### config.mk
export PLATFORM = sky130hd
export DESIGN_NAME = fetch_pc_unit
export DESIGN_NICKNAME = d
export VERILOG_FILES = /design/src/rtl/fetch_pc_unit.sv
export SDC_FILE = /design/constraint.sdc
export NUM_CORES = 1
export LEC_CHECK = 0
export CORE_MARGIN = 1
export CORE_UTILIZATION = 48
export DETAILED_ROUTE_END_ITERATION = 10
export GPL_ROUTABILITY_DRIVEN = 1
export PLACE_DENSITY = 0.88
export SYNTH_ARGS = -nofsm -noshare
export SYNTH_HDL_FRONTEND = slang
export SYNTH_SLANG_ARGS = --single-unit
### constraint.sdc
create_clock -name clk -period 4.02 [get_ports clk]
set_clock_uncertainty 0.15 [all_clocks]
set_input_delay 1.005 -clock clk [delete_from_list [all_inputs] [get_ports clk]]
set_output_delay 1.005 -clock clk [all_outputs]
set_load 0.01 [all_outputs]
### src/rtl/fetch_pc_unit.sv
// fetch_pc_unit
//   Fetch-stage program counter. It takes the redirect decided in decode and
//   produces the fetch address each cycle. A redirect that arrives while fetch
//   is stalled is held until the stall is released. The unit also registers
//   the delay-slot flag and the IF/ID kill that decode sees.
//
// Ports
//   clk, reset_n        clock; asynchronous active-low reset
//   stall_f             hold PC and IF/ID this cycle
//   branch_select[2:0]  0 seq, 1 branch, 2 j/jal, 3 jr/jalr, 4 eret, 5-7 = seq
//   branch_target       PC-relative target
//   jump_target         absolute j/jal target
//   jr_target           register target
//   epc                 CP0 EPC, used by eret
//   nullify             branch-likely not taken: annul the slot now in fetch
//   exc_req             exception commit; overrides everything, even a stall
//   pc_f, pc_plus4_f    fetch address and fetch address + 4
//   slot_d              instruction entering decode is a delay slot
//   kill_d              instruction entering decode is a bubble
//   pending_o           a buffered redirect is waiting for the stall to end
//   adel_f              fetch address is misaligned
module fetch_pc_unit #(
  parameter logic [31:0] RESET_PC   = 32'h0000_3000,
  parameter logic [31:0] EXC_VECTOR = 32'h0000_4180
) (
  input  logic        clk,
  input  logic        reset_n,
  input  logic        stall_f,
  input  logic [2:0]  branch_select,
  input  logic [31:0] branch_target,
  input  logic [31:0] jump_target,
  input  logic [31:0] jr_target,
  input  logic [31:0] epc,
  input  logic        nullify,
  input  logic        exc_req,
  output logic [31:0] pc_f,
  output logic [31:0] pc_plus4_f,
  output logic        slot_d,
  output logic        kill_d,
  output logic        pending_o,
  output logic        adel_f
);

  typedef enum logic {RUN = 1'b0, HOLD = 1'b1} state_e;

  state_e      state_q, state_d;
  logic [31:0] pc_q, pc_d;
  logic [31:0] ptgt_q, ptgt_d;
  logic        pslot_q, pslot_d;
  logic        pkill_q, pkill_d;
  logic        dslot_q, dslot_d;
  logic        dkill_q, dkill_d;

  logic        redirect;
  logic [31:0] sel_t;
  logic        acc_slot;
  logic        acc_kill;

  // Decode the redirect. Selects 5-7 behave exactly like sequential fetch.
  always_comb begin
    redirect = 1'b1;
    sel_t    = 32'h0;
    case (branch_select)
      3'd1:    sel_t = branch_target;
      3'd2:    sel_t = jump_target;
      3'd3:    sel_t = jr_target;
      3'd4:    sel_t = epc;
      default: redirect = 1'b0;
    endcase
    // eret has no delay slot. It kills the instruction that was fetched
    // behind it.
    acc_slot = redirect && (branch_select != 3'd4);
    acc_kill = nullify || (branch_select == 3'd4);
  end

  always_comb begin
    state_d = state_q;
    pc_d    = pc_q;
    ptgt_d  = ptgt_q;
    pslot_d = pslot_q;
    pkill_d = pkill_q;
    dslot_d = dslot_q;
    dkill_d = dkill_q;
    if (exc_req) begin
      state_d = RUN;
      pc_d    = EXC_VECTOR;
      ptgt_d  = 32'h0;
      pslot_d = 1'b0;
      pkill_d = 1'b0;
      dslot_d = 1'b0;
      dkill_d = 1'b1;
    end else begin
      case (state_q)
        RUN: begin
          if (stall_f) begin
            // Buffer the redirect. The decode flags are computed now, while
            // the select and nullify inputs are still valid.
            if (redirect) begin
              state_d = HOLD;
              ptgt_d  = sel_t;
              pslot_d = acc_slot;
              pkill_d = acc_kill;
            end
          end else begin
            pc_d    = redirect ? sel_t : pc_q + 32'd4;
            dslot_d = acc_slot;
            dkill_d = acc_kill;
          end
        end
        HOLD: begin
          // The first buffered redirect wins. New selects are ignored until
          // it has been released.
          if (!stall_f) begin
            state_d = RUN;
            pc_d    = ptgt_q;
            ptgt_d  = 32'h0;
            dslot_d = pslot_q;
            dkill_d = pkill_q;
          end
        end
        default: state_d = RUN;
      endcase
    end
  end

  always_ff @(posedge clk or negedge reset_n) begin
    if (!reset_n) begin
      state_q <= RUN;
      pc_q    <= RESET_PC;
      ptgt_q  <= 32'h0;
      pslot_q <= 1'b0;
      pkill_q <= 1'b0;
      dslot_q <= 1'b0;
      dkill_q <= 1'b0;
    end else begin
      state_q <= state_d;
      pc_q    <= pc_d;
      ptgt_q  <= ptgt_d;
      pslot_q <= pslot_d;
      pkill_q <= pkill_d;
      dslot_q <= dslot_d;
      dkill_q <= dkill_d;
    end
  end

  assign pc_f       = pc_q;
  assign pc_plus4_f = pc_q + 32'd4;
  assign slot_d     = dslot_q;
  assign kill_d     = dkill_q;
  assign pending_o  = (state_q == HOLD);
  assign adel_f     = (pc_q[1:0] != 2'b00);

endmodule

==> impl_metrics.tcl <==
set metrics [dict create \
    syn_inst 602 \
    finalMaxSlewViolations 0 \
    h-tree-depth 3 \
    tritoncts "done" \
    crit_type "flop to primary output" \
    grt.overflow.total 0 \
    rows 37 \
    core_area_um2 10300 \
    power_frac_comb_pct 32.3 \
    ys_ff_latch 69 \
    syn_nets 739 \
    leakage_nw 3.00 \
    postCtsHoldBufs 0 \
    final_layout_size_suffix_gt1_share_pct 8.71 \
    fin_area_um2 7510 \
    vias_per_cell 6.46 \
    p_int_w 0.00135 \
    grt_max_degree 33 \
    final.min_clock_period_ns 3.93 \
    yosysTopAreaCell "dfrtp_1" \
    chipHeight_um 105 \
    cts_buffer_depth 2 \
    r2r_end "ptgt_q[25]" \
    path_max_fanout 7 \
    critPathSlowestCell "or4_4" \
    yosysSeqAreaShare_pct 33.9 \
    path_buf_inv 1 \
    hold_viol_final 0 \
    cp.arrival_ns 2.78 \
    rsz0062_at_grt "false" \
    p_sw_w 0.000642 \
    cp-start-kind "flop" \
    area_growth_pct 47.4 \
    dieArea_um2 11000 \
    async_reset_ff_share_pct 100 \
    cts-buffers-inserted 9 \
    p_seq_share_pct 40.1 \
    clkTransAtPathRegs_ns 0.08 \
    die_x_um 105 \
    clk_latency_ns 0.36 \
    fin_cells 928 \
    drc 0 \
    fillers 779 \
    avgSynthCellArea_um2 8.47 \
    dp.cells 912 \
    hold_start "ptgt_q[1]" \
    wl_per_cell_um 21.4 \
    required_ns 2.86 \
    end_kind "primary output" \
    num_io_pins 204 \
    ir_drop_uv 192 \
    ff2ff_path_depth 4 \
    synth_top_area_share_pct 32.9 \
    grt_pass1_vias 5712 \
    slew_headroom_pct 34.8 \
    cp_cell_sequence "nand4_4, or4_4, nor4b_4, xor2_1, clkdlybuf4s50_1" \
    layout.cells.most_common "clkdlybuf4s50_1" \
    ys_types 69 \
    drt_iter0_drc 620 \
    finalSetupViolCount 0 \
    place_congestion 0.900 \
    final.setup.tns_ns 0 \
    ys_top_cells_by_area "dfrtp_1, mux2i_1, o21ai_0" \
    min_to "ptgt_q[1]" \
    n_antenna_cell 0 \
    synth_ff_type "dfrtp_1" \
    drt-pass1-iter-count 5 \
    final_cell_mix "clkdlybuf4s50_1, dfrtp_1, nand2_1" \
    vias 5995 \
    grt_pass1_wl_um 30400 \
    cp_slowest_stage_delay_ns 0.64 \
    whs_ns 0.345 \
    min_path_type "flop to flop" \
    tightest_slew_ns 0.970 \
    powerDensity_nw_per_um2 265 \
    switching_share_pct 32.2 \
    port_buffers 203 \
    outcome "complete, no violations" \
    postPlaceCellArea_um2 7290 \
    cap_violations 0 \
    reg2reg_slack_ns 1.36 \
    hpwlAfterDp_um 15100 \
    fmax_mhz 254 \
    root_buffer "clkbuf_8" \
    ys.warnings.count 0 \
    ant_nets 0 \
    hold_depth 2 \
    drt-total-wl_um 19800 \
    fin_nets 925 \
    grt_use_total_pct 35.6 \
    synth_edf_count 0 \
    initial_utilization_pct 49.4 \
    cts_sinks 69 \
    antenna_found_initial 0 \
    pwr-share-clk_pct 27.7 \
    critPathTopFamily "simple AND/OR/NAND/NOR gates" \
    r2r_start "pending_o" \
    syn_area_um2 5100 \
    fin_crit_sh_pct 97.8 \
]
[flip-flops by register name, summed over array words and instances, names as in the netlist]
name / count
pending_o: 1
kill_d: 1
ptgt_q: 32
pslot_q: 1
pc_f: 32
slot_d: 1
pkill_q: 1
[synth_stat cells, drive strengths merged (5+ instances only)]
cell type / count
xor2: 6
o22ai: 20
nor3: 11
o31ai: 6
clkbuf: 43
nor4: 9
a31oi: 9
or2: 7
nor2: 36
o21ai: 41
a21oi: 36
o21a: 7
and3: 8
a22oi: 27
inv: 15
o22a: 8
dfrtp: 67
buf: 13
nand4: 10
a221oi: 8
xnor2: 18
nand3: 22
nand3b: 6
nand2b: 5
nand2: 48
mux2i: 36
a22o: 21
o211ai: 5
[how the worst max path moves through the flow]
stage	startpoint	endpoint	slack (ns)	depth (start not counted)
2_1_floorplan	pc_f[12]	pc_plus4_f[27]	0.89	6
3_3_place_gp	pc_f[2]	pc_plus4_f[22]	0.51	5
3_5_place_dp	pc_f[2]	pc_plus4_f[22]	0.44	5
4_1_cts	pc_f[2]	pc_plus4_f[22]	0.05	5
5_1_grt	pc_f[4]	pc_plus4_f[27]	0.0004	5
6_report	pc_f[5]	pc_plus4_f[27]	0.09	5
[metal layers]
| layer | wire length, µm | global-route usage [%] | vias to the layer above |
|---|---|---|---|
| li1 | - | - | 2655 |
| met1 | 7460 | 45.3 | 2811 |
| met2 | 9340 | 58.1 | 462 |
| met3 | 2320 | 7.80 | 67 |
| met4 | 712 | 15.7 | 0 |
| met5 | 0 | 0 | - |
[cells by family (layout without fill, tap and decap cells)]
logic type	count (synthesis)	count (layout)	share of synthesized area, %
mux	38	38	7.51
compound gates	216	216	28.9
xor+xnor	24	24	4.12
buf+inv	72	262	5.79
simple gates	182	182	19.5
flops	69	69	33.9
fa+ha+maj	1	1	0.245
[final cells by class]
type / instances / area (µm²) / area share (%)
inverters: 16 / 60.1 / 0.799
well taps: 136 / 170 / 2.27
flip-flops and latches: 69 / 1730 / 23.0
clock inverters: 5 / 52.6 / 0.700
clock buffers: 10 / 128 / 1.70
multi-input cells: 461 / 3120 / 41.5
repair buffers: 231 / 2260 / 30.0
[worst min-delay path, cell delays in order (launching register included)]
cell	delay, ns
dfrtp_1	0.35
nand2_1	0.05
o21ai_0	0.06
[stage by stage]
step,util (%),setup WS (ns),power (W)
finish,72.8,0.0900,0.00199
detailed placement,70.6,0.440,0.00144
floorplan,-,0.891,0.00107
global route,72.8,0.000402,0.00207
global placement,70.6,0.512,0.00142
CTS,72.4,0.0508,0.00198
[power groups by stage]
stage	combinational (W)	clock [W]	sequential [W]
CTS	0.000633	0.000554	0.000796
finish	0.000643	0.000551	0.000798
global route	0.000679	0.000583	0.000804
detailed placement	0.000630	0	0.000809
floorplan	0.000280	0	0.000794
global placement	0.000619	0	0.000806
[what timing repair did]
| action | CTS | global route |
|---|---|---|
| buffers inserted | 0 | 1 |
| endpoints found under the setup margin | 0 | 7 |
| gates resized for setup | 0 | 6 |
(Power assumes the default switching activity.)
